--- src/rtl/wb_pkg.sv ---
// Shared types for the writeback stage: FSM state encoding and the buffered entry layout.
package wb_pkg;

    // Entry data field is sized for the widest supported XLEN; narrower builds zero-extend.
    localparam int WB_MAX_XLEN = 64;

    typedef enum logic {
        IDLE      = 1'b0,
        LOAD_WAIT = 1'b1
    } wb_state_t;

    typedef struct packed {
        logic [4:0]             rd;
        logic [WB_MAX_XLEN-1:0] data;
        logic                   err;
    } wb_entry_t;

endpackage

--- src/rtl/wb_skid_fifo.sv ---
// Two-entry FIFO decoupling result production from register-file acceptance.
module wb_skid_fifo #(
    parameter int WIDTH = 8
) (
    input  logic             clk,
    input  logic             rst_n,
    input  logic             push,
    input  logic [WIDTH-1:0] wdata,
    input  logic             pop,
    output logic [WIDTH-1:0] rdata,
    output logic [1:0]       count,
    output logic             empty
);

    logic [WIDTH-1:0] mem_q [2];
    logic             wr_ptr_q;
    logic             rd_ptr_q;
    logic [1:0]       count_q;

    always_ff @(posedge clk or negedge rst_n) begin
        if (!rst_n) begin
            for (int i = 0; i < 2; i++) begin
                mem_q[i] <= '0;
            end
            wr_ptr_q <= 1'b0;
            rd_ptr_q <= 1'b0;
            count_q  <= 2'd0;
        end else begin
            if (push) begin
                mem_q[wr_ptr_q] <= wdata;
                wr_ptr_q        <= ~wr_ptr_q;
            end
            if (pop) begin
                rd_ptr_q <= ~rd_ptr_q;
            end
            case ({push, pop})
                2'b10:   count_q <= count_q + 2'd1;
                2'b01:   count_q <= count_q - 2'd1;
                default: count_q <= count_q;
            endcase
        end
    end

    // Head reads as zero when empty so stale entries never leak onto the outputs.
    assign rdata = (count_q != 2'd0) ? mem_q[rd_ptr_q] : '0;
    assign count = count_q;
    assign empty = (count_q == 2'd0);

endmodule

--- src/rtl/writeback_stage.sv ---
// Writeback stage: selects a pre-formatted result or waits for load data, then
// buffers {rd, data, err} in a 2-entry FIFO feeding the register file.
//
// state     | meaning
// IDLE      | accepting requests while the buffer has room
// LOAD_WAIT | load issued, waiting for mem_rvalid; no new requests
module writeback_stage
    import wb_pkg::*;
#(
    parameter int XLEN     = 32,
    parameter int NUM_SRC  = 4,
    parameter int LOAD_SRC = 3,
    parameter int SEL_W    = $clog2(NUM_SRC)
) (
    input  logic                    clk,
    input  logic                    rst_n,
    input  logic                    clk_enable,
    input  logic                    in_valid,
    output logic                    in_ready,
    input  logic [SEL_W-1:0]        in_sel,
    input  logic [4:0]              in_rd,
    input  logic [NUM_SRC*XLEN-1:0] in_src_data,
    input  logic                    mem_rvalid,
    input  logic [XLEN-1:0]         mem_rdata,
    input  logic                    mem_rerr,
    output logic                    wb_valid,
    input  logic                    wb_ready,
    output logic                    wb_we,
    output logic [4:0]              wb_rd,
    output logic [XLEN-1:0]         wb_data,
    output logic                    wb_err,
    output logic                    busy
);

    localparam int ENTRY_W = $bits(wb_entry_t);

    wb_state_t       state_q;
    wb_state_t       state_d;
    logic [4:0]      load_rd_q;
    logic [XLEN-1:0] sel_data;
    logic            sel_ok;
    logic            is_load;
    logic            accept;
    logic            push;
    logic            pop;
    wb_entry_t       push_entry;
    wb_entry_t       head;
    logic [1:0]      fifo_count;
    logic            fifo_empty;

    always_comb begin
        sel_data = '0;
        sel_ok   = 1'b0;
        for (int i = 0; i < NUM_SRC; i++) begin
            if (in_sel == SEL_W'(i)) begin
                sel_data = in_src_data[i*XLEN +: XLEN];
                sel_ok   = 1'b1;
            end
        end
    end

    assign is_load  = (in_sel == SEL_W'(LOAD_SRC));
    assign in_ready = clk_enable && (state_q == IDLE) && (fifo_count < 2'd2);
    assign accept   = in_valid && in_ready;

    always_comb begin
        state_d    = state_q;
        push       = 1'b0;
        push_entry = '0;
        case (state_q)
            IDLE: begin
                if (accept) begin
                    if (is_load) begin
                        state_d = LOAD_WAIT;
                    end else begin
                        push = 1'b1;
                        // Out-of-range selects retire as rd=0 so the write is suppressed.
                        push_entry.rd   = sel_ok ? in_rd : 5'd0;
                        push_entry.data = WB_MAX_XLEN'(sel_data);
                    end
                end
            end
            LOAD_WAIT: begin
                if (clk_enable && mem_rvalid) begin
                    push            = 1'b1;
                    push_entry.rd   = load_rd_q;
                    push_entry.data = WB_MAX_XLEN'(mem_rdata);
                    push_entry.err  = mem_rerr;
                    state_d         = IDLE;
                end
            end
            default: state_d = IDLE;
        endcase
    end

    always_ff @(posedge clk or negedge rst_n) begin
        if (!rst_n) begin
            state_q   <= IDLE;
            load_rd_q <= 5'd0;
        end else begin
            state_q <= state_d;
            if (accept && is_load) begin
                load_rd_q <= in_rd;
            end
        end
    end

    wb_skid_fifo #(
        .WIDTH (ENTRY_W)
    ) u_fifo (
        .clk   (clk),
        .rst_n (rst_n),
        .push  (push),
        .wdata (push_entry),
        .pop   (pop),
        .rdata (head),
        .count (fifo_count),
        .empty (fifo_empty)
    );

    generate
        if (XLEN < WB_MAX_XLEN) begin : g_pad
            logic unused_data_hi;
            assign unused_data_hi = ^head.data[WB_MAX_XLEN-1:XLEN];
        end
    endgenerate

    assign wb_valid = clk_enable && !fifo_empty;
    assign pop      = wb_valid && wb_ready;
    assign wb_rd    = head.rd;
    assign wb_data  = head.data[XLEN-1:0];
    assign wb_err   = head.err;
    assign wb_we    = wb_valid && (head.rd != 5'd0) && !head.err;
    assign busy     = (state_q == LOAD_WAIT) || !fifo_empty;

endmodule

--- config.mk ---
export PLATFORM = sky130hd
export DESIGN_NAME = writeback_stage
export DESIGN_NICKNAME = d
export VERILOG_FILES = /design/src/rtl/wb_pkg.sv /design/src/rtl/wb_skid_fifo.sv /design/src/rtl/writeback_stage.sv
export SDC_FILE = /design/constraint.sdc
export NUM_CORES = 1
export LEC_CHECK = 0
export ABC_AREA = 1
export CELL_PAD_IN_SITES_DETAIL_PLACEMENT = 1
export CELL_PAD_IN_SITES_GLOBAL_PLACEMENT = 2
export CORE_MARGIN = 10
export CORE_UTILIZATION = 24
export DETAILED_ROUTE_END_ITERATION = 10
export HOLD_SLACK_MARGIN = 0.15
export PLACE_DENSITY = 0.95
export REMOVE_ABC_BUFFERS = 1
export SLEW_MARGIN = 20
export SYNTH_ARGS = -nofsm -noshare
export SYNTH_HDL_FRONTEND = slang
export SYNTH_SLANG_ARGS = --single-unit
--- constraint.sdc ---
create_clock -name clk -period 3.36 [get_ports clk]
set_input_delay 0.672 -clock clk [delete_from_list [all_inputs] [get_ports clk]]
set_output_delay 0.672 -clock clk [all_outputs]
set_load 0.005 [all_outputs]
* Yosys cells after proc, flatten, opt, wreduce, memory -nomap -nowiden *
Index checks and enable logic that the tools add are counted.

word-level totals
  input bits = 174
  register bits = 150
  word-level logic and storage cells = 70
  output and inout port bits = 42

cells by class
  magnitude comparators = 4
  muxes and demuxes = 29
  reduce and logical (&&, ||, !) cells = 18
  bitwise operators = 5
  $add $sub $neg = 2
  equality and inequality tests = 5

operator list
  operator                                                               count
  70-bit 2-to-1 mux                                                      6
  140-bit bitwise mux                                                    1
  69-bit 2-to-1 mux                                                      2
  69-bit case mux with 2 select lines                                    1
  32-bit 2-to-1 mux                                                      3
  70-bit demux with 1-bit select                                         1
  1-bit 2-to-1 mux                                                       11
  1-bit logical AND                                                      10
  2-bit == test (second input constant)                                  3
  5-bit 2-to-1 mux                                                       1
  5-bit nonzero test                                                     1
  2-bit by 1-bit == test with 1-bit output (second input constant)       2
  2-bit greater-or-equal comparator (second input constant)              2
  2-bit zero test                                                        2
  1-bit NOT with 2-bit output                                            2
  1-bit case mux with 2 select lines                                     2
  2-bit case mux with 2 select lines                                     1
  2-bit nonzero test                                                     2
  1-bit NOT                                                              3
  2-bit by 1-bit adder with 2-bit output (second input constant)         1
  1-bit zero test                                                        2
  2-bit by 1-bit < comparator with 1-bit output (second input constant)  1
  2-bit < comparator (second input constant)                             1
  2-bit by 1-bit subtractor with 2-bit output (second input constant)    1
  1-bit logical OR                                                       1

* Longest topological paths before layout *
Gate-level depths: netlist of the first run.

  word-level depth = 10
  mapped depth = 10
  mapped depth without buffers = 10

* Cells and area by module *
A second synthesis of the first run with hierarchy kept.

second synthesis, totals
  cells, all modules = 1095
  area, all modules = 7992.7 um^2

modules (own cells, without submodules)
  module           instances  area each (um^2)  cells each  seq. area each (um^2)
  wb_skid_fifo     1          6451.2            777         3603.5
  writeback_stage  1          1541.5            318         150.1

* Least setup slack after synthesis of the first run *
OpenSTA, ideal clock, no wires.

  path type = in2reg
  from = input port in_sel[0]
  to = register u_fifo.count_q[1], in the netlist u_fifo.count[1]
  cell stages on the path = 9
  required time = 3.229 ns
  setup time = 0.131 ns
  setup slack = 1.378 ns
  arrival time = 1.851 ns
  cells stage by stage = buf_2 nand2_2 nand4_4 nand2_2 inv_1 ha_1 a21oi_1 o21ai_0 xor2_1

on the way
  longest elaborated chain between the ends = 6
  elaborated cells between the ends (all ways) = 8
  those cells by class = 3 x eq/ne; 4 x mux; 1 x reduce/logical

ends and longest elaborated chain
  item                                                                       RTL line               text
  from (decl)                                                                writeback_stage.sv:20  input logic [SEL_W-1:0] in_sel,
  2-bit == test *                                                            writeback_stage.sv:62  assign is_load = (in_sel == SEL_W'(LOAD_SRC));
  1-bit 2-to-1 mux *                                                         writeback_stage.sv:73  if (is_load) begin
  1-bit 2-to-1 mux *                                                         writeback_stage.sv:72  if (accept) begin
  1-bit case mux with 2 select lines *                                       writeback_stage.sv:70  case (state_q)
  2-bit by 1-bit == test with 1-bit output or 2-bit == test (tied branches)  wb_skid_fifo.sv:36     case ({push, pop})
  2-bit case mux with 2 select lines or 2-bit nonzero test (tied branches)   n/a
  to (signal assigned)                                                       wb_skid_fifo.sv:37     2'b10: count_q <= count_q + 2'd1;
  to (signal assigned)                                                       wb_skid_fifo.sv:38     2'b01: count_q <= count_q - 2'd1;
  to (signal assigned)                                                       wb_skid_fifo.sv:39     default: count_q <= count_q;
  to (decl)                                                                  wb_skid_fifo.sv:18     logic [1:0] count_q;

Mark *: on every way between the ends. The rest lies on a longest branch, timed or not.
A chain may end at the register's enable or synchronous reset.

* Worst setup path after layout of the first run *
  from = register u_fifo.rd_ptr_q
  to = output port wb_data[21]

on the way
  longest elaborated chain between the ends = 5

ends and longest elaborated chain
  item                                                  RTL line               text
  from (decl)                                           wb_skid_fifo.sv:17     logic rd_ptr_q;
  from (signal assigned)                                wb_skid_fifo.sv:34     rd_ptr_q <= ~rd_ptr_q;
  1-bit NOT with 2-bit output (implied by the code)     wb_skid_fifo.sv:45     assign rdata = (count_q != 2'd0) ? mem_q[rd_ptr_q] : '0;
  70-bit 2-to-1 mux (implied by the code) (3 in a row)  wb_skid_fifo.sv:45
  70-bit 2-to-1 mux                                     wb_skid_fifo.sv:45
  to (decl)                                             writeback_stage.sv:30  output logic [XLEN-1:0] wb_data,

No other way between the ends. The select of a mux whose other input is x is not followed.

==> results.md, run 1 <==
* Outcome: completed
* WP buf/inv at 3
* Inserted Diodes at 0
* Critical Path RT at 2.69 ns
* Worst slew margin at 0.434
* CP max stage cell: clkdlybuf4s50_1
* Slew Limit Fails at 0
* Setup bufs post-CTS at 0
* Hold crit path type: input port to asynchronous set/reset pin
* Period utilisation layout at 0.878
* # fillers at 2743
* Most frequent cells in the layout: 454 x nand2_1, 180 x clkdlybuf4s50_1, 102 x nand3_1, 85 x dfrtp_1, 34 x a21oi_1
* CP endpoint kind: output port
* WP data arrival at 2.28 ns
* CTS H-tree depth at 3
* Antenna viol nets, final at 0
* CTS sink count at 86
* Clk_skew at 0.00626 ns
* P&R area growth vs syn at 43.9%
* DP HPWL at 14900 um
* Fin util at 0.348
* Syn Area/Cell at 6.59 um^2
* Worst path cell trace: inv_2 > buf_4 > nand2_1 > a21oi_1 > clkdlybuf4s50_1
* Delay-heaviest family, CP: buffers and inverters
* First DRT Iteration DRCs at 225
* Global-route wire length before repair at 32600 um
* Pwr dens at 620 nW/um^2
* Routed vias/inst at 4.55
* Slew @ Worst Pin at 0.846 ns
* Synth cell types at 24
* TNS Setup at 0 ns
* Commonest non-fill, non-tap cell in the layout: nand2_1
* CTS tree: done
* Critical Path Start: u_fifo.rd_ptr_q
* Final setup fails at 0
* Sequential share of the synthesized area at 0.410
* Drt pass-1 iters at 4
* Pin count of the biggest net entering global routing at 45
* Final net count at 1130
* Clk root buf: clkbuf_16
* Lkg Pwr at 0.00370 uW
* Initial antenna violation count at 1
* Tot Pwr at 4680 uW
* Final wirelength at 20600 um
* Register bit total from synthesis at 86
* IO Pins at 216
* Core area at 21700 um^2
* Die Y at 168 um
* RSZ-0062 raised after global routing: false
* Post-cts hold buffer count at 0
* Routed len/inst at 16.6 um
* Max cap viols at 0
* Critical path's largest stage delay at 0.55 ns
* Share of layout cells above drive strength 1 at 0.0573
* DR vias at 5645
* Residual DRC at 0
* Crit Path Max Fanout at 26
* Initial Util at 0.242
* Largest area contributor in the netlist: dfrtp_1
* Synth Cell Area at 5240 um^2
* Port Buffers at 183
* DIE AREA at 28200 um^2
* Critical path class: flop to output port
* Routability cong. at 0.737
* Fin crit period at 2.95 ns
* Fmax achieved at 0.339 GHz
* GRT Total Usage at 0.144
* Vias in the first global route at 5986
* CTS Buf Count at 9
* Main area contributors after synthesis: dfrtp_1 41%, nand2_1 33%, nand3_1 9.7%
* Ys Warns at 0
* Post-CTS sizing at 0
* Row count at 54
* R2R Path Start: u_fifo.count[0]
* Worst vdd ir at 0.222 mV
* Final hold vios at 0
* Startpoint Class: flop
* Cells after Synth at 796
* Clk Latency, worst-skew pair at 0.34 ns
* Max Buffers Root-to-Sink at 2
* Die width at 168 um
* Share of the synthesized area in the top cell type at 0.410
* Clk slew on worst S/H paths at 0.07 ns
* Total grt overflow at 0
## synth_stat cells
| cell | n |
|---|---|
| xnor2_1 | 1 |
| nor2_1 | 11 |
| inv_2 | 4 |
| o21ai_0 | 3 |
| nand3_2 | 1 |
| buf_2 | 18 |
| nand4_4 | 1 |
| buf_6 | 16 |
| nand2_1 | 456 |
| o21ai_1 | 5 |
| nand3_1 | 102 |
| inv_1 | 28 |
| nor2_4 | 1 |
| a21oi_1 | 34 |
| buf_4 | 1 |
| ha_1 | 1 |
| xor2_1 | 2 |
| dfrtp_1 | 86 |
| nand2_2 | 2 |
| or2_2 | 4 |
| buf_1 | 8 |
| nor2_2 | 2 |
| clkbuf_1 | 7 |
| a21oi_4 | 2 |
## cell type report
type	count	area (um^2)	area share
inverters	32	120	0.0159
multi-input cells	628	2650	0.352
flip-flops and latches	86	2150	0.285
well taps	280	350	0.0464
clock buffers	11	253	0.0335
repair buffers	198	1960	0.259
clock inverters	5	57.6	0.00763
## power breakdown
group	total [uW]	switching (uW)	internal, uW
registers	1630	216	1410
clock network	1040	421	617
logic	2010	1130	882
## final timing paths
path                                          to  slack (ns)  cells after the start
worst min register to register  u_fifo.mem_q[70]        0.47                      2
worst max-delay path                 wb_data[21]        0.41                      5
min in group clk                u_fifo.mem_q[70]        0.47                      2
worst max register to register   u_fifo.count[1]        1.44                     10
max in group asynchronous        u_fifo.rd_ptr_q        2.38                      2
worst min-delay path            u_fifo.mem_q[27]        0.32                      1
## metal layers
| metal | vias up | routed length [um] | track usage |
|---|---|---|---|
| met4 | 2 | 206 | 0.0367 |
| met5 | - | 13 | 0 |
| met3 | 14 | 1270 | 0.0354 |
| met2 | 125 | 10100 | 0.247 |
| met1 | 2708 | 9060 | 0.175 |
| li1 | 2796 | - | - |
## flip-flops by register name, summed over array words and instances, names as in the netlist
register / cells
state_q: 1
u_fifo.wr_ptr_q: 1
u_fifo.rd_ptr_q: 1
load_rd_q: 5
u_fifo.mem_q: 76
u_fifo.count: 2
## kinds of logic after synthesis
group | count (synthesis) | synth area share
AOI/OAI and AO/OA | 44 | 0.0463
xor gates and xnor gates | 3 | 0.00501
adders and majority gates | 1 | 0.00239
buffers and inverters | 82 | 0.0866
DFF | 86 | 0.410
and+or+nand+nor | 580 | 0.449
## worst register-to-register path, cell delays in order, from the launching register on
cell and delay [ns]:
dfrtp_1 0.40, inv_1 0.06, nand2_1 0.20, inv_2 0.15, nor2_1 0.19, nand2_1 0.12, inv_1 0.07, ha_1 0.24
a21oi_1 0.12, o21ai_0 0.11, xor2_1 0.15
## metrics by stage
stage	worst slack [ns]	hold WS [ns]	cells	instance area [um^2]
after floorplan	0.809	0.376	746	4910
after global placement	0.589	0.449	1224	7230
after detailed placement	0.534	0.455	1224	7230
after CTS	0.359	0.337	1240	7540
after global routing	0.239	0.365	1240	7540
final	0.411	0.318	1240	7540
Power figures use the tool's default switching activity.
==> run 2: changes to the inputs <==
--- a/config.mk
+++ b/config.mk
@@ -8,7 +8,7 @@
 export ABC_AREA = 1
 export CELL_PAD_IN_SITES_DETAIL_PLACEMENT = 1
 export CELL_PAD_IN_SITES_GLOBAL_PLACEMENT = 2
-export CORE_MARGIN = 10
+export CORE_MARGIN = 5
 export CORE_UTILIZATION = 24
 export DETAILED_ROUTE_END_ITERATION = 10
 export HOLD_SLACK_MARGIN = 0.15
==> constraint.sdc (replaced) <==
create_clock -name clk -period 3.36 [get_ports clk]
set_input_delay 0.672 -clock clk [delete_from_list [all_inputs] [get_ports clk]]
set_output_delay 0.672 -clock clk [all_outputs]
set_load 0.01 [all_outputs]
==> run 2 against run 1 <==
Global-route usage is 1.5 points higher. Clock skew is 0.0023 ns lower. Register-to-register slack worse by 0.48 ns. Sequential share of layout area is 0.080 points lower. Clock-buffer cell count is 1 higher. Critical path depth is 1 higher. Clock power hardly changed. First-iteration DRC count is 12% lower.
==> results.md, run 2 (synthesis gave the netlist of run 1 again) <==
* Outcome: completed
* DP Worst Slack at 0.530 ns
* Final Cell Area at 7560 um^2
* Fin util at 0.349
* Row count at 54
* Clock power frac at 0.215
* Worst vdd ir at 0.247 mV
* Post-CTS sizing at 0
* RSZ-0062 raised after global routing: false
* Max Buffers Root-to-Sink at 2
* DR vias at 5615
* IO Pins at 216
* Final net count at 1134
* Critical Path RT at 2.69 ns
* Comb power frac at 0.439
* Clk_skew at 0.00398 ns
* Routed len/inst at 15.9 um
* Dpl cells at 1228
* DIE AREA at 24900 um^2
* Top reg by flops: u_fifo.mem_q
* Routed vias/inst at 4.51
* Dpl cell area at 7260 um^2
* P&R area growth vs syn at 44.3%
* WP data arrival at 2.31 ns
* Port Buffers at 183
* Hold crit path type: input port to asynchronous set/reset pin
* Residual DRC at 0
* DP HPWL at 14200 um
* Final WS setup at 0.380 ns
* Startpoint Class: flop
* First DRT Iteration DRCs at 198
* CTS Buf Count at 9
* Lkg Pwr at 0.00372 uW
* Sw Share at 0.381
* Drt pass-1 iters at 6
* Clk slew on worst S/H paths at 0.06 ns
* Slew @ Worst Pin at 0.713 ns
* Setup bufs post-CTS at 0
* CTS H-tree depth at 3
* Total grt overflow at 0
* GRT Total Usage at 0.159
* Most frequent cells in the layout: 454 x nand2_1, 180 x clkdlybuf4s50_1, 102 x nand3_1, 85 x dfrtp_1, 34 x a21oi_1
* Internal at 2920 uW
* Worst slew margin at 0.524
* Worst path cell trace: inv_1 > nand2_1 > inv_2 > buf_4 > a21oi_1 > clkdlybuf4s50_1
* Clk Latency, worst-skew pair at 0.33 ns
* Max reg flops at 76
* Fin cells at 1244
* TNS Setup at 0 ns
* Die Y at 158 um
* CTS sink count at 86
* Routability cong. at 0.734
* Commonest non-fill, non-tap cell in the layout: nand2_1
* Share of layout cells above drive strength 1 at 0.0591
* Period utilisation layout at 0.887
* CP endpoint kind: output port
* Slew Limit Fails at 0
* Critical path class: flop to output port
* Setup slack, reg-to-reg at 0.96 ns
* Pwr dens at 623 nW/um^2
* Crit Path Max Fanout at 29
* CTS tree: done
* Vias in the first global route at 5765
* Clk root buf: clkbuf_16
* Global-route wire length before repair at 31000 um
* Final wirelength at 19700 um
* Fmax achieved at 0.336 GHz
* Seq pwr share at 0.345
* Post-cts hold buffer count at 0
* Initial Util at 0.242
* Inserted Diodes at 0
* Initial antenna violation count at 1
* Core area at 21700 um^2
* Psw at 1800 uW
* Pin count of the biggest net entering global routing at 56
* Max cap viols at 0
* Critical path's largest stage delay at 0.50 ns
* Fin crit period at 2.98 ns
* Die width at 158 um
* CP max stage cell: clkdlybuf4s50_1
* Antenna viol nets, final at 0
* # fillers at 2726
* Final hold vios at 0
* Final setup fails at 0
## run 2: final cells by class
cell class,count,area (um^2),area share
multi-input combinational,628,2650,0.351
sequential,86,2150,0.285
clock inverter,4,45.0,0.00595
inverter,32,120,0.0159
timing repair buffer,202,1990,0.263
clock buffer,12,256,0.0339
tap,280,350,0.0463
## run 2: critical path: cells and delay by family (launching register included)
family                 cells  cell delay, ns
and+or+nand+nor            1            0.16
DFF                        1            0.42
buffers and inverters      4            1.32
AOI/OAI and AO/OA          1            0.05
## run 2: power by group through the flow
stage	Clock (uW)	Combinational, uW	Sequential (uW)
floorplan	0	1040	1630
global placement	0	2080	1620
detailed placement	0	2120	1640
CTS	1050	2130	1630
global route	1100	2320	1670
finish	1010	2070	1630
## run 2: layer usage
metal,GRT usage,share of wire,vias to the layer above
met5,0,0.00056,-
met4,0.0471,0.016,2
met3,0.0317,0.053,20
met2,0.273,0.49,121
met1,0.201,0.44,2674
li1,-,-,2798
## run 2: final timing paths
kind,end,cells past startpoint,from
min,u_fifo.mem_q[21],1,rst_n
min reg2reg,u_fifo.mem_q[2],2,u_fifo.mem_q[2]
max,wb_data[21],6,u_fifo.count[0]
min in group clk,u_fifo.mem_q[2],2,u_fifo.mem_q[2]
max in group asynchronous,u_fifo.mem_q[79],2,rst_n
max reg2reg,u_fifo.count[1],10,u_fifo.count[0]
## run 2: stage by stage
stage / total power, uW / hold slack [ns]
floorplan: 2670 / 0.376
global placement: 3700 / 0.454
detailed placement: 3760 / 0.465
CTS: 4810 / 0.400
global route: 5090 / 0.431
finish: 4710 / 0.383
